===== src/rtl/pe_mac_param_if.sv =====
// pe_mac_param_if: operand, control and drain-chain bundle for one processing element
interface pe_mac_param_if #(
    parameter int DATA_W   = 8,
    parameter int WEIGHT_W = 8,
    parameter int ACC_W    = 20
);
    logic                iValid;
    logic [DATA_W-1:0]   iData;
    logic [WEIGHT_W-1:0] iWeight;
    logic                iClearAcc;
    logic                iDrain;
    logic                iChainValid;
    logic [ACC_W-1:0]    iChainAcc;
    logic                oValid;
    logic [DATA_W-1:0]   oData;
    logic [WEIGHT_W-1:0] oWeight;
    logic                oClearAcc;
    logic                oDrain;
    logic [ACC_W-1:0]    oAcc;
    logic                oOverflow;
    logic                oChainValid;
    logic [ACC_W-1:0]    oChainAcc;

    modport master (
        output iValid, iData, iWeight, iClearAcc, iDrain, iChainValid, iChainAcc,
        input  oValid, oData, oWeight, oClearAcc, oDrain, oAcc, oOverflow, oChainValid, oChainAcc
    );

    modport slave (
        input  iValid, iData, iWeight, iClearAcc, iDrain, iChainValid, iChainAcc,
        output oValid, oData, oWeight, oClearAcc, oDrain, oAcc, oOverflow, oChainValid, oChainAcc
    );
endinterface


===== src/rtl/pe_mac_param.sv =====
// pe_mac_param: parametrised systolic MAC element with tagged multiplier pipeline and drain chain
module pe_mac_param #(
    parameter int DATA_W   = 8,
    parameter int WEIGHT_W = 8,
    parameter int ACC_W    = 20,
    parameter int MULT_LAT = 1,
    parameter int SIGNED   = 0,
    parameter int SATURATE = 1
) (
    input logic           iClk,
    input logic           iRstN,
    pe_mac_param_if.slave bus
);
    localparam int PW = DATA_W + WEIGHT_W;
    localparam bit S  = SIGNED != 0;

    logic [PW-1:0]    w_dx, w_wx, w_prod, w_xprod;
    logic [2:0]       w_xtag;
    logic [ACC_W:0]   w_pext, w_aext, w_sum;
    logic             w_ovf, w_ovf_nxt;
    logic [ACC_W-1:0] w_sat, w_acc_nxt;
    logic [ACC_W-1:0] r_acc, r_chain_acc;
    logic             r_ovf, r_chain_v, r_valid, r_clear, r_drain;
    logic [DATA_W-1:0]   r_data;
    logic [WEIGHT_W-1:0] r_weight;

    // Operands widened to the product width so one multiply is exact in both modes
    assign w_dx   = {{WEIGHT_W{S & bus.iData[DATA_W-1]}}, bus.iData};
    assign w_wx   = {{DATA_W{S & bus.iWeight[WEIGHT_W-1]}}, bus.iWeight};
    assign w_prod = w_dx * w_wx;

    // Tags are {valid, clear, drain}
    if (MULT_LAT == 0) begin : g_comb
        assign w_xtag  = {bus.iValid, bus.iClearAcc, bus.iDrain};
        assign w_xprod = w_prod;
    end else begin : g_pipe
        logic [PW-1:0] r_prod [MULT_LAT];
        logic [2:0]    r_tag  [MULT_LAT];
        // Tags advance every cycle; a product moves only alongside a valid tag
        always_ff @(posedge iClk or negedge iRstN) begin
            if (!iRstN) begin
                for (int k = 0; k < MULT_LAT; k++) begin
                    r_prod[k] <= '0;
                    r_tag[k]  <= '0;
                end
            end else begin
                r_tag[0] <= {bus.iValid, bus.iClearAcc, bus.iDrain};
                if (bus.iValid) r_prod[0] <= w_prod;
                for (int k = 1; k < MULT_LAT; k++) begin
                    r_tag[k] <= r_tag[k-1];
                    if (r_tag[k-1][2]) r_prod[k] <= r_prod[k-1];
                end
            end
        end
        assign w_xtag  = r_tag[MULT_LAT-1];
        assign w_xprod = r_prod[MULT_LAT-1];
    end

    // One guard bit above the accumulator exposes overflow in either mode
    assign w_pext = {{(ACC_W+1-PW){S & w_xprod[PW-1]}}, w_xprod};
    assign w_aext = {S & r_acc[ACC_W-1], r_acc};
    assign w_sum  = w_aext + w_pext;
    assign w_ovf  = S ? (w_sum[ACC_W] ^ w_sum[ACC_W-1]) : w_sum[ACC_W];
    assign w_sat  = S ? {w_sum[ACC_W], {(ACC_W-1){~w_sum[ACC_W]}}} : '1;

    // Accumulator update at the exit slot: clear starts a new tile with this slot's product
    always_comb begin
        w_acc_nxt = r_acc;
        w_ovf_nxt = r_ovf;
        if (w_xtag[1]) begin
            w_acc_nxt = w_xtag[2] ? w_pext[ACC_W-1:0] : '0;
            w_ovf_nxt = 1'b0;
        end else if (w_xtag[2]) begin
            w_acc_nxt = (w_ovf && SATURATE != 0) ? w_sat : w_sum[ACC_W-1:0];
            w_ovf_nxt = r_ovf | w_ovf;
        end
    end

    // Neighbour forwarding, accumulator commit, and drain snapshot overriding the chain shift
    always_ff @(posedge iClk or negedge iRstN) begin
        if (!iRstN) begin
            r_valid     <= 1'b0;
            r_data      <= '0;
            r_weight    <= '0;
            r_clear     <= 1'b0;
            r_drain     <= 1'b0;
            r_acc       <= '0;
            r_ovf       <= 1'b0;
            r_chain_v   <= 1'b0;
            r_chain_acc <= '0;
        end else begin
            r_valid     <= bus.iValid;
            r_data      <= bus.iData;
            r_weight    <= bus.iWeight;
            r_clear     <= bus.iClearAcc;
            r_drain     <= bus.iDrain;
            r_acc       <= w_acc_nxt;
            r_ovf       <= w_ovf_nxt;
            r_chain_v   <= w_xtag[0] | bus.iChainValid;
            r_chain_acc <= w_xtag[0] ? r_acc : bus.iChainAcc;
        end
    end

    assign bus.oValid      = r_valid;
    assign bus.oData       = r_data;
    assign bus.oWeight     = r_weight;
    assign bus.oClearAcc   = r_clear;
    assign bus.oDrain      = r_drain;
    assign bus.oAcc        = r_acc;
    assign bus.oOverflow   = r_ovf;
    assign bus.oChainValid = r_chain_v;
    assign bus.oChainAcc   = r_chain_acc;
endmodule


===== src/flat_wrapper.sv =====
// flat-port wrapper written by rule: the top's interface ports become plain ports
module pe_mac_param_flat 
#(
    parameter int DATA_W   = 8,
    parameter int WEIGHT_W = 8,
    parameter int ACC_W    = 20,
    parameter int MULT_LAT = 1,
    parameter int SIGNED   = 0,
    parameter int SATURATE = 1
)
  (iClk, iRstN, bus_iValid, bus_iData, bus_iWeight, bus_iClearAcc, bus_iDrain, bus_iChainValid, bus_iChainAcc, bus_oValid, bus_oData, bus_oWeight, bus_oClearAcc, bus_oDrain, bus_oAcc, bus_oOverflow, bus_oChainValid, bus_oChainAcc);
  pe_mac_param_if #(.DATA_W(DATA_W), .WEIGHT_W(WEIGHT_W), .ACC_W(ACC_W)) bus_i ();
  input logic iClk;
  input logic iRstN;
  input wire logic [$bits(bus_i.iValid)-1:0] bus_iValid;
  input wire logic [$bits(bus_i.iData)-1:0] bus_iData;
  input wire logic [$bits(bus_i.iWeight)-1:0] bus_iWeight;
  input wire logic [$bits(bus_i.iClearAcc)-1:0] bus_iClearAcc;
  input wire logic [$bits(bus_i.iDrain)-1:0] bus_iDrain;
  input wire logic [$bits(bus_i.iChainValid)-1:0] bus_iChainValid;
  input wire logic [$bits(bus_i.iChainAcc)-1:0] bus_iChainAcc;
  output wire logic [$bits(bus_i.oValid)-1:0] bus_oValid;
  output wire logic [$bits(bus_i.oData)-1:0] bus_oData;
  output wire logic [$bits(bus_i.oWeight)-1:0] bus_oWeight;
  output wire logic [$bits(bus_i.oClearAcc)-1:0] bus_oClearAcc;
  output wire logic [$bits(bus_i.oDrain)-1:0] bus_oDrain;
  output wire logic [$bits(bus_i.oAcc)-1:0] bus_oAcc;
  output wire logic [$bits(bus_i.oOverflow)-1:0] bus_oOverflow;
  output wire logic [$bits(bus_i.oChainValid)-1:0] bus_oChainValid;
  output wire logic [$bits(bus_i.oChainAcc)-1:0] bus_oChainAcc;
  assign bus_i.iValid = bus_iValid;
  assign bus_i.iData = bus_iData;
  assign bus_i.iWeight = bus_iWeight;
  assign bus_i.iClearAcc = bus_iClearAcc;
  assign bus_i.iDrain = bus_iDrain;
  assign bus_i.iChainValid = bus_iChainValid;
  assign bus_i.iChainAcc = bus_iChainAcc;
  assign bus_oValid = bus_i.oValid;
  assign bus_oData = bus_i.oData;
  assign bus_oWeight = bus_i.oWeight;
  assign bus_oClearAcc = bus_i.oClearAcc;
  assign bus_oDrain = bus_i.oDrain;
  assign bus_oAcc = bus_i.oAcc;
  assign bus_oOverflow = bus_i.oOverflow;
  assign bus_oChainValid = bus_i.oChainValid;
  assign bus_oChainAcc = bus_i.oChainAcc;
  pe_mac_param #(.DATA_W(DATA_W), .WEIGHT_W(WEIGHT_W), .ACC_W(ACC_W), .MULT_LAT(MULT_LAT), .SIGNED(SIGNED), .SATURATE(SATURATE)) u_core (.iClk(iClk), .iRstN(iRstN), .bus(bus_i));
endmodule

===== config.mk =====
export PLATFORM = sky130hd
export DESIGN_NAME = pe_mac_param_flat
export DESIGN_NICKNAME = d
export VERILOG_FILES = /design/src/rtl/pe_mac_param_if.sv /design/src/rtl/pe_mac_param.sv /design/src/flat_wrapper.sv
export SDC_FILE = /design/constraint.sdc
export NUM_CORES = 1
export LEC_CHECK = 0
export BUFFER_PORTS_ARGS = -buffer_cell sky130_fd_sc_hd__buf_4
export CAP_MARGIN = 20
export CORE_MARGIN = 1.5
export CORE_UTILIZATION = 47
export CTS_BUF_LIST = sky130_fd_sc_hd__clkbuf_8
export DETAILED_ROUTE_END_ITERATION = 16
export PLACE_DENSITY = 0.76
export SYNTH_ARGS = -nofsm -noshare
export SYNTH_HDL_FRONTEND = slang
export SYNTH_SLANG_ARGS = --single-unit

===== constraint.sdc =====
create_clock -name iClk -period 4.8 [get_ports iClk]
set_input_delay 0.48 -clock iClk [delete_from_list [all_inputs] [get_ports iClk]]
set_output_delay 0.48 -clock iClk [all_outputs]
set_load 0.1 [all_outputs]

# ---- Word-level counts from Yosys, hierarchy flattened
# Index checks and enable logic that the tools add are counted.
dict set report totals {
  wordCells 23
  reg_bits 80
  out_inout_bits 61
}
dict set report classes {
  muxes 7
  n_mul 1
  n_bitwise 2
  addsub 1
  n_reduce_logical 1
}
# cell count
set op_table {}
lappend op_table {{$mux W20} 4}
lappend op_table {{$add A20 B16 Y21} 1}
lappend op_table {{$mul A8 B8 Y16} 1}
lappend op_table {{$mux W16} 1}
lappend op_table {{$mux W1} 2}
lappend op_table {{$or A1 B1 Y1} 2}
lappend op_table {{$reduce_bool A2 Y1} 1}

# ---- Depth between registers and ports, before layout
# Gate-level depths: netlist (run 1).
dict set report logic_depth {
  word_depth 4
  depth_mapped 16
  ltp_nobuf 16
}

# ---- Worst setup path after synthesis (run 1)
# Ideal clock, no wire load.
dict set report synth_path {
  path_kind {input port to flip-flop}
  start {in bus_iData[0]}
  end {reg u_core.g_pipe.r_prod[14] (netlist name)}
  path_slack_ps 476
  setup_time_ps 129
  path_stages 15
  arrival_ps 4196
  t_required_ps 4671
  path_cell_list {nand2_1 -> fa_1 -> fa_1 -> inv_1 -> fa_1 -> inv_1 -> fa_1 -> inv_1 -> ha_1 -> o21a_1 -> o21ai_0 -> o21bai_2 -> a41oi_2 -> mux2i_1 -> a2111o_1}
}
dict set report synth_between {
  elab_chain_len 1
}
# item line
set synth_lines {}
lappend synth_lines {{start: declaration} flat_wrapper.sv:16} ;# input wire logic [$bits(bus_i.iData)-1:0] bus_iData;
lappend synth_lines {{$mul A8 B8 Y16} pe_mac_param.sv:30} ;# assign w_prod = w_dx * w_wx;
lappend synth_lines {{end signal: indexed assignment} pe_mac_param.sv:51} ;# if (r_tag[k-1][2]) r_prod[k] <= r_prod[k-1];
lappend synth_lines {{end: declaration} pe_mac_param.sv:37} ;# logic [PW-1:0] r_prod [MULT_LAT];
# No other way between the ends.
# A chain may end at the register's enable or synchronous reset.

# ---- Worst setup path after layout (run 1)
dict set report layout_path {
  start {in bus_iData[1]}
  end {reg u_core.g_pipe.r_prod[13] (netlist name)}
}
# Same word-level chain as after synthesis.

==> results of run 1 <==
==> synth_stat cells, types with 2 or more instances <==
cell and count:
o21a_1 10, nand2_1 28, a31oi_1 14, xnor2_1 10, nor3_1 6, nand2b_1 4
nand4_1 2, mux2_2 27, clkbuf_1 18, a22o_1 12, and2_1 54, o31a_1 2
and3_1 5, o31ai_1 3, nor2_1 29, inv_1 54, mux2i_1 2, a21o_1 13
a21boi_0 3, o22ai_1 3, a211oi_1 4, fa_1 37, xor2_1 10, o21ai_0 14
ha_1 52, nand3_1 8, a21oi_1 20, a311oi_1 2, or2_2 2, o211ai_1 3
and4_1 3, dfrtp_1 77
==> state kept, by name, summed over array words and instances, names as in the netlist <==
register	count
u_core.bus.oData	8
u_core.bus.oChainAcc	20
u_core.bus.oAcc	20
u_core.g_pipe.r_prod	16
u_core.bus.oOverflow	1
u_core.g_pipe.r_tag	3
u_core.bus.oWeight	8
u_core.bus.oChainValid	1
==> layout make-up <==
class / instances / area [um^2] / share of cell area [%]
multi-input combinational: 402 / 3510 / 51.4
timing repair buffer: 104 / 781 / 11.4
tap: 147 / 184 / 2.69
sequential: 77 / 1930 / 28.2
inverter: 55 / 206 / 3.02
clock buffer: 9 / 124 / 1.81
clock inverter: 7 / 97.6 / 1.43
==> routing by layer <==
layer / GRT usage (%) / wire length (um) / up-vias
li1: - / - / 2103
met1: 26.8 / 5580 / 2091
met2: 34.4 / 5750 / 147
met3: 5.14 / 726 / 16
met4: 5.67 / 130 / 0
met5: 0 / 0 / -
==> cell families (layout without fill, tap and decap cells) <==
group,Yosys count,count (layout),share of synthesized area (%)
AOI/OAI and AO/OA,116,116,14.7
xor gates and xnor gates,20,20,3.06
adders and majority gates,89,89,24.3
buffers and inverters,74,175,4.88
DFF,77,77,33.7
muxes,29,29,5.67
and+or+nand+nor,148,148,13.7
==> per-stage QoR <==
stage	std cells	hold WS [ps]	total power, mW	instance area [um^2]
floorplan	553	184	3.02	5720
global placement	785	490	3.49	6610
detailed placement	785	485	3.55	6610
CTS	801	190	4.13	6830
global route	801	181	4.41	6830
finish	801	215	4.12	6830
==> final timing paths <==
kind                                       endpoint  slack [ps]  cells past startpoint
min in group asynchronous   u_core.bus.oChainAcc[0]         250                      1
setup reg to reg                u_core.bus.oAcc[13]        1740                     10
hold / removal               u_core.g_pipe.r_tag[1]         220                      1
hold reg to reg                u_core.bus.oOverflow         500                      1
setup / recovery           u_core.g_pipe.r_prod[13]         550                     15
max in group asynchronous       u_core.bus.oData[4]        3940                      1
==> power breakdown <==
| group | switching [mW] | internal, mW |
|---|---|---|
| sequential | 0.145 | 0.802 |
| clock | 0.262 | 0.296 |
| combinational | 1.69 | 0.926 |
==> out/results.ini, run 1 <==
[run_status]
status = finished clean

[detailed_routing]
drt-wirelength-per-cell_um = 15.2
num_vias = 4357
routed_wl_mm = 12.2
drcViolationCount = 0
vias_per_cell = 5.44
drt-initial-drc-count = 222
drt_pass1_iterations = 4
ant_nets = 0

[synthesis]
syn_avg_cell_area_um2 = 10.3
synth-warning-count = 0
syn_nets = 684
ys_ff_latch = 77
synth_async_sr_flop_share_pct = 100
syn_inst = 553
synth_area_um2 = 5720
synth_area_leaders = dfrtp_1 34%, fa_1 13%, ha_1 11%
ys_seq_area_share_pct = 33.7
netlist.area_leader.share_pct = 33.7
synth_top_cell_by_area = dfrtp_1
synth_cell_types = 54
ys.flop_type = dfrtp_1
synth_edf_count = 0

[clock_network]
holdBufCountCts = 0
cts_resized = 0
cts_buffer_depth = 2
cts_setup_buffers = 0
cts_buffers = 9
clk_pin_slew_worst_paths_ps = 90
root_buffer = clkbuf_8
tritoncts = built
clock_latency_ps = 370
cts.sinks = 77
htree_levels = 3

[worst_hold_path]
hold_start = bus_iClearAcc
hold_class = in2reg

[global_routing]
grt_pass1_wl_mm = 21.2
antenna_found_initial = 0
grt-ovfl-total = 0
grt_max_degree = 78
grt_usage_pct = 20.6
grt_pass1_vias = 4477

[final_layout]
finish.utilization_pct = 57.3
n_fill_cell = 1065
n_antenna_cell = 0
final_net_count = 780
final_cell_mix = 104 x buf_4, 77 x dfrtp_1, 54 x inv_1, 54 x and2_1, 52 x ha_1
final_common_cell = buf_4
syn2layout_area_growth_pct = 19.5
drive_gt1_share_pct = 23.5

[placed_design]
dpl.hpwl_mm = 9.29
portBuffers = 102
gp_congestion = 0.890
dpl_worst_slack_ps = 168

[sta]
setup_viol = 0
hold_viol_final = 0
rsz0062_at_grt = no
report.final.slew_viol_count = 0
fin_ws_ps = 550
tightest_slew_ps = 948
skew_ps = 9.67
timing.final.crit_share_pct = 88.5
relSlewSlack_pct = 36.8
period_minus_slack_ps = 4250
totalNegativeSetupSlack_ps = 0
fmax_ghz = 0.235

[critical_path]
worstSetupPathType = in2reg
cpMostUsedCell = fa_1
cp_cell_sequence = buf_4 -> and2_1 -> fa_1 -> fa_1 -> inv_1 -> fa_1 -> fa_1 -> inv_1 -> ha_1 -> o21ai_0 -> a21boi_0 -> o31a_1 -> o41ai_1 -> nand4b_1 -> o211ai_1
start_kind = input pin
critPathMaxStageDelay_ps = 540
crit_path_end_kind = flop
rr_startpoint = u_core.bus.oAcc[0]
path_max_fanout = 9
worst_path_max_delay_cell = fa_1
critPathBufInv = 3
crit_required_ps = 5090
crit_arrival_ps = 4540
cp_top_family = adder cells
crit_start = bus_iData[1]

[power_and_ir_drop]
peakVddDrop_mv = 0.207
p_leak_nw = 3.43
p_per_area_nw_per_um2 = 603

[floorplanning]
dieArea_um2 = 12800
die_h_um = 113
initial_core_util_pct = 48.0
core.rowCount = 40
die_x_um = 113
pin_count = 103
core_region_area_um2 = 11900

[flow_run]
cap_viol_max_count = 0

Power figures use the tool's default switching activity.
==> inputs of run 2 (changes only) <==
==> constraint.sdc (replaced) <==
create_clock -name iClk -period 5.06 [get_ports iClk]
set_input_delay 0.506 -clock iClk [delete_from_list [all_inputs] [get_ports iClk]]
set_output_delay 0.506 -clock iClk [all_outputs]
set_load 0.1 [all_outputs]
==> run 2 against run 1 <==
- global-route usage fell by 0.52 points
- first-iteration DRC count rose by 9.9%
- worst hold slack improved by 28 ps
- sequential power fell by 5.6%
- critical path type unchanged
- clock skew rose by 2.9 ps
- core utilization fell by 0.26 points
- power fell by 6.9%
- critical endpoint is now u_core.g_pipe.r_prod[15]
==> out/results.ini, run 2 (same netlist as run 1, synthesis figures left out) <==
[global_routing]
antenna_found_initial = 0  ; unchanged
grt_pass1_wl_mm = 20.8  ; -2.1%
grt_usage_pct = 20.1  ; -0.52 points
grt-ovfl-total = 0  ; unchanged
grt_max_degree = 78  ; unchanged
grt_pass1_vias = 4358  ; -2.7%

[detailed_routing]
num_vias = 4314  ; -0.99%
drt-wirelength-per-cell_um = 15.2  ; -0.18%
ant_nets = 0  ; unchanged
drcViolationCount = 0  ; unchanged
drt_pass1_iterations = 4  ; unchanged
routed_wl_mm = 12.2  ; -0.30%
vias_per_cell = 5.39  ; -0.86%
drt-initial-drc-count = 244  ; +9.9%

[critical_path]
path_max_fanout = 9  ; unchanged
critPathMaxStageDelay_ps = 550  ; about the same
crit_start = bus_iData[1]
cpMostUsedCell = fa_1
rr_startpoint = u_core.bus.oAcc[0]
worstSetupPathType = in2reg
crit_path_end_kind = flop
crit_required_ps = 5310  ; +220 ps
worst_path_max_delay_cell = fa_1
critPathBufInv = 3  ; unchanged
cp_top_family = adder cells
cp_cell_sequence = buf_4 -> and2_1 -> fa_1 -> fa_1 -> inv_1 -> fa_1 -> fa_1 -> inv_1 -> ha_1 -> o21ai_0 -> a21boi_0 -> o31a_1 -> o211ai_1 -> and3_1 -> o31a_1
start_kind = input pin
crit_arrival_ps = 4630  ; +90 ps

[sta]
report.final.slew_viol_count = 0  ; unchanged
skew_ps = 12.5  ; +2.88 ps
relSlewSlack_pct = 37.3  ; +0.55 points
hold_viol_final = 0  ; unchanged
setup_viol = 0  ; unchanged
tightest_slew_ps = 940  ; -8.19 ps
fmax_ghz = 0.228
totalNegativeSetupSlack_ps = 0  ; unchanged
timing.final.crit_share_pct = 86.5
rsz0062_at_grt = no
period_minus_slack_ps = 4380

[final_layout]
final_cell_mix = 103 x buf_4, 77 x dfrtp_1, 55 x inv_1
syn2layout_area_growth_pct = 18.9
instances_no_fill = 800  ; -0.12%
n_antenna_cell = 0  ; unchanged
drive_gt1_share_pct = 23.3  ; -0.27 points
final_common_cell = buf_4
n_fill_cell = 1032  ; -3.1%
final_net_count = 779  ; -0.13%

[clock_network]
htree_levels = 3  ; unchanged
tritoncts = built
holdBufCountCts = 0  ; unchanged
cts.sinks = 77  ; unchanged
root_buffer = clkbuf_8
clk_pin_slew_worst_paths_ps = 90  ; about the same
clock_latency_ps = 370  ; about the same
cts_buffer_depth = 2  ; unchanged
cts_setup_buffers = 0  ; unchanged
cts_resized = 0  ; unchanged
cts_buffers = 9  ; unchanged

[placed_design]
gp_congestion = 0.879  ; -1.2%
placed_cells = 784  ; -0.13%
portBuffers = 102  ; unchanged
dpl.hpwl_mm = 9.25  ; -0.44%

[power_and_ir_drop]
p_leak_nw = 3.41  ; -0.68%
p_per_area_nw_per_um2 = 564  ; -6.5%
peakVddDrop_mv = 0.208  ; +0.30%

[flow_run]
cap_viol_max_count = 0  ; unchanged

[floorplanning]
pin_count = 103  ; unchanged
initial_core_util_pct = 48.0  ; unchanged
core.rowCount = 40  ; unchanged
die_h_um = 113  ; unchanged
die_x_um = 113  ; unchanged
core_region_area_um2 = 11900  ; unchanged
dieArea_um2 = 12800  ; unchanged

[worst_hold_path]
hold_start = bus_iClearAcc
hold_class = in2reg

[run_status]
status = finished clean

-- run 2: cell types whose count changed in the layout (fill, tap and decap cells not counted) --
cell and change:
clkinv_2 -2, inv_8 -1, inv_6 +1, inv_1 +1, bufinv_16 -1, buf_4 -1
clkinvlp_4 +2
-- run 2: worst reg2reg max path, cell delays in order, from the launching register on --
cell and delay (ps):
dfrtp_1 440, ha_1 260, inv_1 80, fa_1 200
nand2b_1 140, a21o_1 140, nand2b_1 100, a311o_1 430
a31oi_2 780, a31oi_1 180, a22o_1 260
-- run 2: metrics by stage --
stage	power [mW]	utilization, %	area [um^2]	setup WS (ps)	hold WS (ps)
after detailed placement	3.36	55.4	6600	345	490
after floorplan	2.86	-	5720	710	210
after CTS	3.86	57.1	6800	716	228
after global routing	4.11	57.1	6800	369	224
final	3.84	57.1	6800	683	243
after global placement	3.31	55.4	6600	443	489
-- run 2: worst paths after layout --
kind	endpoint	slack, ps	cells after the start
max in group asynchronous	u_core.bus.oAcc[14]	4170	1
worst min register to register	u_core.bus.oOverflow	510	1
worst max register to register	u_core.bus.oAcc[13]	1950	10
min in group asynchronous	u_core.bus.oAcc[1]	280	1
worst min-delay path	u_core.g_pipe.r_tag[1]	240	1
worst max-delay path	u_core.g_pipe.r_prod[15]	680	15
-- run 2: per-layer routing --
metal,vias up,wire length [um],share of wire (%),global-route usage (%)
li1,2093,-,-,-
met1,2084,5520,45,26.7
met2,128,5830,48,33.7
met3,9,675,5.6,3.91
met4,0,121,1.0,5.58
met5,-,0,0,0
-- run 2: cell type report --
class	instances	area (um^2)	share of cell area, %
timing repair buffer	103	773	11.4
inverter	55	206	3.04
multi-input combinational	402	3510	51.6
tap	147	184	2.71
clock buffer	9	124	1.82
sequential	77	1930	28.3
clock inverter	7	73.8	1.09
-- run 2: power breakdown --
group | switching [mW] | total, mW | leakage (nW) | internal [mW]
clock | 0.243 | 0.472 | 0.0937 | 0.229
combinational | 1.59 | 2.47 | 2.37 | 0.877
sequential | 0.133 | 0.894 | 0.939 | 0.761
